### src/rtl/cpu_hs_pkg.sv
// Shared types and helpers for the CPU-side multi-channel handshake transmitter.
package cpu_hs_pkg;

  // Per-channel handshake phase.
  typedef enum logic [1:0] {
    IDLE,
    SEND,
    WAIT_LOW
  } hs_state_t;

  // Bits needed to encode v distinct values, never less than one.
  function automatic int unsigned clog2_min1(input int unsigned v);
    return (v <= 1) ? 1 : $clog2(v);
  endfunction

endpackage

### src/rtl/hs_tx_channel.sv
// One transmit channel: word FIFO, ack synchroniser, four-phase send/ack FSM,
// SEND timeout timer and sticky timeout error flag.
module hs_tx_channel
  import cpu_hs_pkg::*;
#(
  parameter int unsigned DATA_W  = 16,
  parameter int unsigned DEPTH   = 4,
  parameter int unsigned TIMEOUT = 255
) (
  input  logic              clk_i,
  input  logic              rst_i,
  input  logic              push_i,
  input  logic [DATA_W-1:0] push_data_i,
  output logic              push_ready_o,
  input  logic              ack_i,
  input  logic              err_clr_i,
  output logic              send_o,
  output logic [DATA_W-1:0] data_o,
  output logic              err_o,
  output logic              busy_o
);

  localparam int unsigned AW = clog2_min1(DEPTH);
  localparam int unsigned CW = AW + 1;
  localparam int unsigned TW = clog2_min1(TIMEOUT + 1);
  localparam logic [CW-1:0] FULL_CNT = CW'(DEPTH);
  localparam logic [TW-1:0] TMR_LAST = TW'(TIMEOUT - 1);
  localparam logic [TW-1:0] TMR_MAX  = '1;

  logic [DATA_W-1:0] mem_q [DEPTH];
  logic [AW-1:0]     rd_ptr_q;
  logic [AW-1:0]     wr_ptr_q;
  logic [CW-1:0]     cnt_q;
  logic              ack_meta_q;
  logic              ack_s_q;
  hs_state_t         state_q;
  logic [TW-1:0]     tmr_q;
  logic              send_q;
  logic [DATA_W-1:0] data_q;
  logic              err_q;

  logic              not_full;
  logic              wr_en;
  logic              rd_en;
  logic              timeout_hit;

  // Push acceptance, pop on handshake completion or abort, and busy status.
  always_comb begin
    not_full    = (cnt_q != FULL_CNT);
    wr_en       = push_i && not_full;
    timeout_hit = (TIMEOUT != 0) && (state_q == SEND) && !ack_s_q && (tmr_q == TMR_LAST);
    rd_en       = (state_q == SEND) && (ack_s_q || timeout_hit);
    busy_o      = (state_q != IDLE) || (cnt_q != '0);
  end

  // Two-flop synchroniser for the peripheral ack.
  always_ff @(posedge clk_i) begin
    if (rst_i) begin
      ack_meta_q <= 1'b0;
      ack_s_q    <= 1'b0;
    end else begin
      ack_meta_q <= ack_i;
      ack_s_q    <= ack_meta_q;
    end
  end

  // FIFO storage; contents need no reset because the count gates every read.
  always_ff @(posedge clk_i) begin
    if (wr_en) begin
      mem_q[wr_ptr_q] <= push_data_i;
    end
  end

  // FIFO pointers and occupancy; simultaneous push and pop leave the count unchanged.
  always_ff @(posedge clk_i) begin
    if (rst_i) begin
      rd_ptr_q <= '0;
      wr_ptr_q <= '0;
      cnt_q    <= '0;
    end else begin
      if (wr_en) wr_ptr_q <= wr_ptr_q + 1'b1;
      if (rd_en) rd_ptr_q <= rd_ptr_q + 1'b1;
      case ({wr_en, rd_en})
        2'b10:   cnt_q <= cnt_q + 1'b1;
        2'b01:   cnt_q <= cnt_q - 1'b1;
        default: cnt_q <= cnt_q;
      endcase
    end
  end

  // Handshake FSM with registered send strobe, data, timer and sticky error.
  always_ff @(posedge clk_i) begin
    if (rst_i) begin
      state_q <= IDLE;
      send_q  <= 1'b0;
      data_q  <= '0;
      tmr_q   <= '0;
      err_q   <= 1'b0;
    end else begin
      case (state_q)
        IDLE: begin
          if ((cnt_q != '0) && !ack_s_q) begin
            data_q  <= mem_q[rd_ptr_q];
            send_q  <= 1'b1;
            tmr_q   <= '0;
            state_q <= SEND;
          end
        end
        SEND: begin
          if (rd_en) begin
            send_q  <= 1'b0;
            state_q <= WAIT_LOW;
          end else if (tmr_q != TMR_MAX) begin
            tmr_q <= tmr_q + 1'b1;
          end
        end
        WAIT_LOW: begin
          if (!ack_s_q) state_q <= IDLE;
        end
        default: state_q <= IDLE;
      endcase
      // A timeout on the same edge as a clear request keeps the flag set.
      if (timeout_hit)    err_q <= 1'b1;
      else if (err_clr_i) err_q <= 1'b0;
    end
  end

  assign push_ready_o = not_full;
  assign send_o       = send_q;
  assign data_o       = data_q;
  assign err_o        = err_q;

endmodule

### src/rtl/cpu_handshake_tx.sv
// Multi-channel CPU-side transmit engine: demultiplexes the push port onto
// independent handshake channels and packs their data outputs.
module cpu_handshake_tx
  import cpu_hs_pkg::*;
#(
  parameter int unsigned CHANNELS = 2,
  parameter int unsigned DATA_W   = 16,
  parameter int unsigned DEPTH    = 4,
  parameter int unsigned TIMEOUT  = 255
) (
  input  logic                           clkCPU,
  input  logic                           rst,
  input  logic                           push_valid,
  input  logic [clog2_min1(CHANNELS)-1:0] push_ch,
  input  logic [DATA_W-1:0]              push_data,
  output logic [CHANNELS-1:0]            push_ready,
  output logic [CHANNELS-1:0]            outsend,
  output logic [CHANNELS*DATA_W-1:0]     outdata,
  input  logic [CHANNELS-1:0]            ack,
  output logic [CHANNELS-1:0]            err,
  input  logic [CHANNELS-1:0]            err_clr,
  output logic [CHANNELS-1:0]            busy
);

  localparam int unsigned CHW = clog2_min1(CHANNELS);

  // An out-of-range channel index selects no channel, so the word is dropped.
  for (genvar g = 0; g < CHANNELS; g++) begin : g_ch
    logic sel;
    assign sel = push_valid && (push_ch == CHW'(g));

    hs_tx_channel #(
      .DATA_W  (DATA_W),
      .DEPTH   (DEPTH),
      .TIMEOUT (TIMEOUT)
    ) u_chan (
      .clk_i        (clkCPU),
      .rst_i        (rst),
      .push_i       (sel),
      .push_data_i  (push_data),
      .push_ready_o (push_ready[g]),
      .ack_i        (ack[g]),
      .err_clr_i    (err_clr[g]),
      .send_o       (outsend[g]),
      .data_o       (outdata[g*DATA_W +: DATA_W]),
      .err_o        (err[g]),
      .busy_o       (busy[g])
    );
  end

endmodule
### config.mk
export PLATFORM = sky130hd
export DESIGN_NAME = cpu_handshake_tx
export DESIGN_NICKNAME = d
export VERILOG_FILES = /design/src/rtl/cpu_hs_pkg.sv /design/src/rtl/hs_tx_channel.sv /design/src/rtl/cpu_handshake_tx.sv
export SDC_FILE = /design/constraint.sdc
export NUM_CORES = 1
export LEC_CHECK = 0
export CORE_UTILIZATION = 52
export CTS_CLUSTER_DIAMETER = 150
export CTS_CLUSTER_SIZE = 8
export DETAILED_ROUTE_END_ITERATION = 10
export PLACE_DENSITY = 0.79
export SETUP_SLACK_MARGIN = 0.2
export SYNTH_ARGS = -nofsm -noshare
export SYNTH_HDL_FRONTEND = slang
export SYNTH_HIERARCHICAL = 1
export SYNTH_SLANG_ARGS = --single-unit
### constraint.sdc
create_clock -name clkCPU -period 2.4 [get_ports clkCPU]
set_clock_uncertainty 0.15 [all_clocks]
set_input_delay 0.48 -clock clkCPU [delete_from_list [all_inputs] [get_ports clkCPU]]
set_output_delay 0.48 -clock clkCPU [all_outputs]
set_load 0.1 [all_outputs]
# [Word-level counts from Yosys, hierarchy flattened]
# Memories as Yosys holds them, arrays and structs flattened. A register that Yosys moved wholly into a read port is not among the register bits.
# Cells that the tools add are included.
[totals] romBits=0 ram_bits=128 n_memories=2 ff_bits=42 latch_bits=0 wordCells=125 out_inout_bits=40 input_bits=24
[memory_table] memory="g_ch[0].u_chan.mem_q" depth=4 word_bits=16 rd=1 rd_clocked_by_memory_dff=1 write_ports=1 line="hs_tx_channel.sv:30" text="logic [DATA_W-1:0] mem_q [DEPTH];"
[memory_table] memory="g_ch[1].u_chan.mem_q" depth=4 word_bits=16 rd=1 rd_clocked_by_memory_dff=1 write_ports=1 line="hs_tx_channel.sv:30"
[op_classes] mux=32 eq_ne=24 n_addsub=10 magnitude_cmp=0 n_shift=0 n_bitwise=1 reduce_logical=38 multipliers=0 div_mod_pow=0
[ops] cell="$mux 8" count=6
[ops] cell="$pmux 8 s2" count=2
[ops] cell="$add 8x1->8 const B" count=2
[ops] cell="$eq 8x8->1 const B" count=2
[ops] cell="$ne 8x8->1 const B" count=2
[ops] cell="$reduce_bool 2->1" count=8
[ops] cell="$logic_and 1x1->1" count=12
[ops] cell="$mux 1" count=12
[ops] cell="$mux 2" count=6
[ops] cell="$ne 2x2->1 const B" count=6
[ops] cell="$pmux 2 s3" count=2
[ops] cell="$pmux 3 s2" count=2
[ops] cell="$reduce_and 3->1" count=4
[ops] cell="$add 2x1->2 const B" count=4
[ops] cell="$eq 2x1->1 const B" count=4
[ops] cell="$eq 2x2->1 const B" count=4
[ops] cell="$ne 2x1->1 const B" count=4
[ops] cell="$reduce_and 4->1" count=2
[ops] cell="$add 3x1->3 const B" count=2
[ops] cell="$ne 3x3->1 const B" count=2
[ops] cell="$reduce_bool 3->1" count=2
[ops] cell="$sub 3x1->3 const B" count=2
[ops] cell="$logic_not 2->1" count=2
[ops] cell="$logic_or 1x1->1" count=4
[ops] cell="4 further kinds" count=7

# [Depth between registers and ports, before layout]
[logic_depth] word_depth=7 mapped_depth=12 ltp_nobuf=12

# [Hierarchy]
# Netlist, hierarchy kept.
[modules_own_cells] module="hs_tx_channel at g_ch[0].u_chan" seq_area_each_um2=2662.6 area_per_inst_um2=4032.6 n_inst=1 cells_each=288
[modules_own_cells] module="hs_tx_channel at g_ch[1].u_chan" seq_area_each_um2=2662.6 area_per_inst_um2=4031.4 n_inst=1 cells_each=288
[modules_own_cells] module="cpu_handshake_tx" seq_area_each_um2=0.0 area_per_inst_um2=16.3 n_inst=1 cells_each=2

# [Least setup slack after synthesis]
# No wires, ideal clock.
[synth_path] path_type="register to register" from="register g_ch[0].u_chan.cnt_q[0]" to="register g_ch[0].u_chan.cnt_q[2]" slack_ns=-0.546 path_buffers=0 required_time_ns=2.180 setup_time_ns=0.070 t_arrival_ns=2.726 synth_period_minus_slack_ns=2.946 path_stages_with_launch=10 path_cell_list="dfxtp_1 or3b_1 and2_1 inv_1 ha_1 inv_1 fa_1 xor2_1 or3_1 a21oi_1"
[synth_via] elab_chain_cells=4 elab_cells_between_ends=8 cone_classes="add/sub: 2; eq/ne: 3; mux: 1; reduce/logical: 2"
[synth_rtl] element="start: declaration" line="hs_tx_channel.sv:33" text="logic [CW-1:0] cnt_q;"
[synth_rtl] element="start signal: assignment" line="hs_tx_channel.sv:84" text="2'b10: cnt_q <= cnt_q + 1'b1;"
[synth_rtl] element="start signal: assignment" line="hs_tx_channel.sv:85" text="2'b01: cnt_q <= cnt_q - 1'b1;"
[synth_rtl] element="start signal: assignment" line="hs_tx_channel.sv:86" text="default: cnt_q <= cnt_q;"
[synth_rtl] element="$ne 3x3->1 *" line="hs_tx_channel.sv:49" text="not_full = (cnt_q != FULL_CNT);"
[synth_rtl] element="named net push_ready[0]" line="cpu_handshake_tx.sv:16" text="output logic [CHANNELS-1:0] push_ready,"
[synth_rtl] element="$logic_and 1x1->1 *" line="hs_tx_channel.sv:50" text="wr_en = push_i && not_full;"
[synth_rtl] element="$eq 2x1->1 / $eq 2x2->1 (equally long branches)" line="hs_tx_channel.sv:83" text="case ({wr_en, rd_en})"
[synth_rtl] element="$pmux 3 s2 / $reduce_bool 2->1 (equally long branches)"
# The timed path passes the listed nets; every way through them passes the cells marked *.
# A chain may end at the register's enable or synchronous reset.

# [Final worst setup path]
[layout_path] from="register g_ch[0].u_chan.cnt_q[0]" to="output busy[0]"
[layout_via] elab_chain_cells=2
[layout_rtl] element="$reduce_bool 3->1" line="hs_tx_channel.sv:53" text="busy_o = (state_q != IDLE) || (cnt_q != '0);"
[layout_rtl] element="$logic_or 1x1->1" line="hs_tx_channel.sv:53"
[layout_rtl] element="end: declaration" line="cpu_handshake_tx.sv:22" text="output logic [CHANNELS-1:0] busy"
# No other way between the ends.

==> out/metrics.yaml <==
status: "finished with violations"
violations: "setup timing"
period_share_pct: 104
final_nets: 754
antenna_left: 0
end_kind: "output port"
worst_ep_required_time_ns: 1.77
grt_overflow_total: 0
pwr-share-comb_pct: 13.6
clock_path_buffers: 3
reg2reg_depth: 10
vdd_ir_drop_max_mv: 0.593
maxSlewViolCount: 0
drc_errors: 0
cts_tree: "built"
clock_sinks: 202
syn_inst: 578
crit_top_cell: "or3_4"
cts_buffers: 29
htree_levels: 1
globalplace.congestion: 0.830
synth_area_um2: 8080
hold_path_class: "reg2reg"
synthArstFlopShare_pct: 0
fp.dieW_um: 127
crit_path_max_incr_delay_ns: 0.36
worst_slack_ns: -0.0930
die_h_um: 127
power_frac_seq_pct: 44.8
critPathArrivalTime_ns: 1.86
grt_pass1_vias: 5372
p_clk_share_pct: 41.6
switchingPower_mw: 2.25
area_growth_pct: 28.3
vias: 5350
seqCellArea_um2: 5330
cp_max_fo: 2
period_minus_slack_ns: 2.49
slew_headroom_pct: 42.6
drtPass1Iterations: 5
viasPerCell: 5.80
synth-edff-count: 128
track_usage_pct: 22.3
drive_above_1_share_pct: 30.1
start_util_pct: 53.2
wl_per_cell_um: 19.1
final_hold_viol_count: 0
core_area_um2: 15200
max_slew.worst_pin.slew_ns: 0.860
critical_path_depth: 4
multi_input_area_um2: 2650
crit_chain: "buf_6 -> or3_4 -> or3_4 -> buf_12"
cts-root-buf: "clkbuf_16"
rsz0062_at_grt: "yes"
crit_type: "reg2out"
hpwl_mm: 10.7
hold_path_depth: 1
power.internal_mw: 6.44
start_kind: "register"
ys_types: 67
antenna_found_initial: 0
io_buffers: 63
finalSetupViolations: 2
grt_first_pass_wirelength_mm: 27.6
drt_wl_total_mm: 17.6
synth-seq-cells: 202
ios: 64
critical-path-top-delay-family: "simple AND/OR/NAND/NOR gates"
path_clk_slew_ns: 0.05
post-place-ws_ns: -0.352
ys_warn_count: 6
synth-main-ff-cell: "edfxtp_1"
critPathSlowestCell: "or3_4"
ys_seq_area_share_pct: 65.9
rows: 45
synthesis.nets: 618
syn-mean-instance-area_um2: 14.0
power_leakage_nw: 3.66
antenna_cells: 0
drv_cap: 0
critPathBufInv: 2
nFillCells: 1029
power.density_nw_per_um2: 838
fmax_ghz: 0.401
clk_latency_ns: 0.52
grt_max_degree: 32
swShare_pct: 25.9
dieArea_um2: 16000
fin_hold_ws_ns: 0.289
drt_iter0_markers: 416
[final timing paths]
check	from	to	slack (ns)
worst max-delay path	g_ch[0].u_chan/cnt_q[0]$_SDFFE_PP0P_	busy[0]	-0.09
worst min-delay path	g_ch[0].u_chan/ack_meta_q$_SDFF_PP0_	g_ch[0].u_chan/ack_s_q$_SDFF_PP0_	0.29
worst max register to register	g_ch[0].u_chan/cnt_q[2]$_SDFFE_PP0P_	g_ch[0].u_chan/cnt_q[2]$_SDFFE_PP0P_	-0.03
worst min register to register	g_ch[0].u_chan/ack_meta_q$_SDFF_PP0_	g_ch[0].u_chan/ack_s_q$_SDFF_PP0_	0.29
[layout by cell type (no fill, tap or decap), types with 7 or more instances in the layout]
cell and count:
inv_1 11, or3_1 7, nand2_1 79, nor2_1 16, clkdlybuf4s50_1 22, dfxtp_1 67, buf_12 12, nand3_1 10
ha_1 11, a21oi_1 55, dfxtp_2 7, clkbuf_16 29, mux4_2 32, o21ai_0 10, edfxtp_1 128, clkbuf_1 20
and3_1 13, buf_6 17, buf_4 80
[cell usage after synthesis, drive strengths merged (6+ instances only)]
cell,number,area share [%]
clkbuf,9,0.42
nand2,80,3.7
nor2b,6,0.46
dfxtp,74,18
nand3,10,0.62
mux4,32,8.9
a311oi,7,0.84
o21ai,10,0.62
or3,10,0.79
edfxtp,128,48
and3,13,1.0
inv,17,0.79
ha,14,2.2
buf,18,1.2
nor2,19,0.88
a21oi,56,3.5
[state kept, by name (all words and copies together), names as in the netlist]
register	cells
g_ch.u_chan/cnt_q	6
g_ch.u_chan/rd_ptr_q	4
g_ch.u_chan/data_o	32
g_ch.u_chan/tmr_q	16
g_ch.u_chan/ack_meta_q	2
g_ch.u_chan/send_o	2
g_ch.u_chan/wr_ptr_q	4
g_ch.u_chan/ack_s_q	2
g_ch.u_chan/err_o	2
g_ch.u_chan/mem_q	128
g_ch.u_chan/state_q	4
[power by group through the flow]
stage / logic [mW] / registers (mW) / clock network, mW
2_1_floorplan: 0.403 / 4.29 / 0
6_report: 1.18 / 3.89 / 3.61
5_1_grt: 1.24 / 3.90 / 3.84
4_1_cts: 1.14 / 3.89 / 3.67
3_3_place_gp: 1.06 / 3.94 / 0
3_5_place_dp: 1.08 / 3.95 / 0
[worst reg2reg max path, stage by stage (launching register included)]
cell	delay, ns
dfxtp_2	0.33
buf_4	0.13
or3b_4	0.40
and2_4	0.17
inv_4	0.06
ha_4	0.13
inv_2	0.04
fa_2	0.34
xor2_1	0.16
or3_1	0.33
a21oi_1	0.13
[routing by layer]
layer | vias to the layer above | wire, um | GRT usage (%)
met5 | - | 0 | 0
met4 | 0 | 401 | 7.63
met3 | 38 | 977 | 3.80
met2 | 174 | 9180 | 39.6
met1 | 2676 | 7070 | 27.7
li1 | 2462 | - | -
[metrics by stage]
step | util, % | cells | area (um2) | setup TNS (ns) | total power [mW]
final | 68.2 | 922 | 10400 | -0.127 | 8.68
after global routing | 68.2 | 922 | 10400 | -0.332 | 8.98
after CTS | 67.4 | 917 | 10300 | -0.151 | 8.70
after detailed placement | 60.7 | 845 | 9220 | -0.800 | 5.03
after global placement | 60.7 | 845 | 9220 | -0.556 | 5.00
after floorplan | - | 578 | 8130 | -0.0000349 | 4.70
[area by class of cell]
| class | count | area share, % |
|---|---|---|
| Tap cell | 188 | 2.27 |
| Clock buffer | 49 | 7.73 |
| Multi-Input combinational cell | 332 | 25.6 |
| Timing Repair Buffer | 132 | 12.1 |
| Clock inverter | 2 | 0.169 |
| Sequential cell | 202 | 51.5 |
| Inverter | 17 | 0.640 |
[kinds of logic (layout without fill, tap and decap cells)]
| logic type | after synthesis | count (layout) | synth area share [%] |
|---|---|---|---|
| XOR/XNOR | 6 | 6 | 0.650 |
| AND/OR/NAND/NOR | 173 | 173 | 10.8 |
| buffers and inverters | 44 | 200 | 2.43 |
| multiplexers | 32 | 32 | 8.92 |
| adder cells (fa/ha/maj) | 16 | 16 | 2.66 |
| flip-flops | 202 | 202 | 65.9 |
| AO/OA/AOI/OAI | 105 | 105 | 8.64 |
[repair_timing]
item                                    in CTS  in global routing
buffers inserted                            21                  5
gates resized for setup                     15                 20
endpoints found under the setup margin       5                 13
hold buffers                                 0                  0
pin swaps                                    9                  6
No activity file was read; power rests on OpenSTA's default activity.
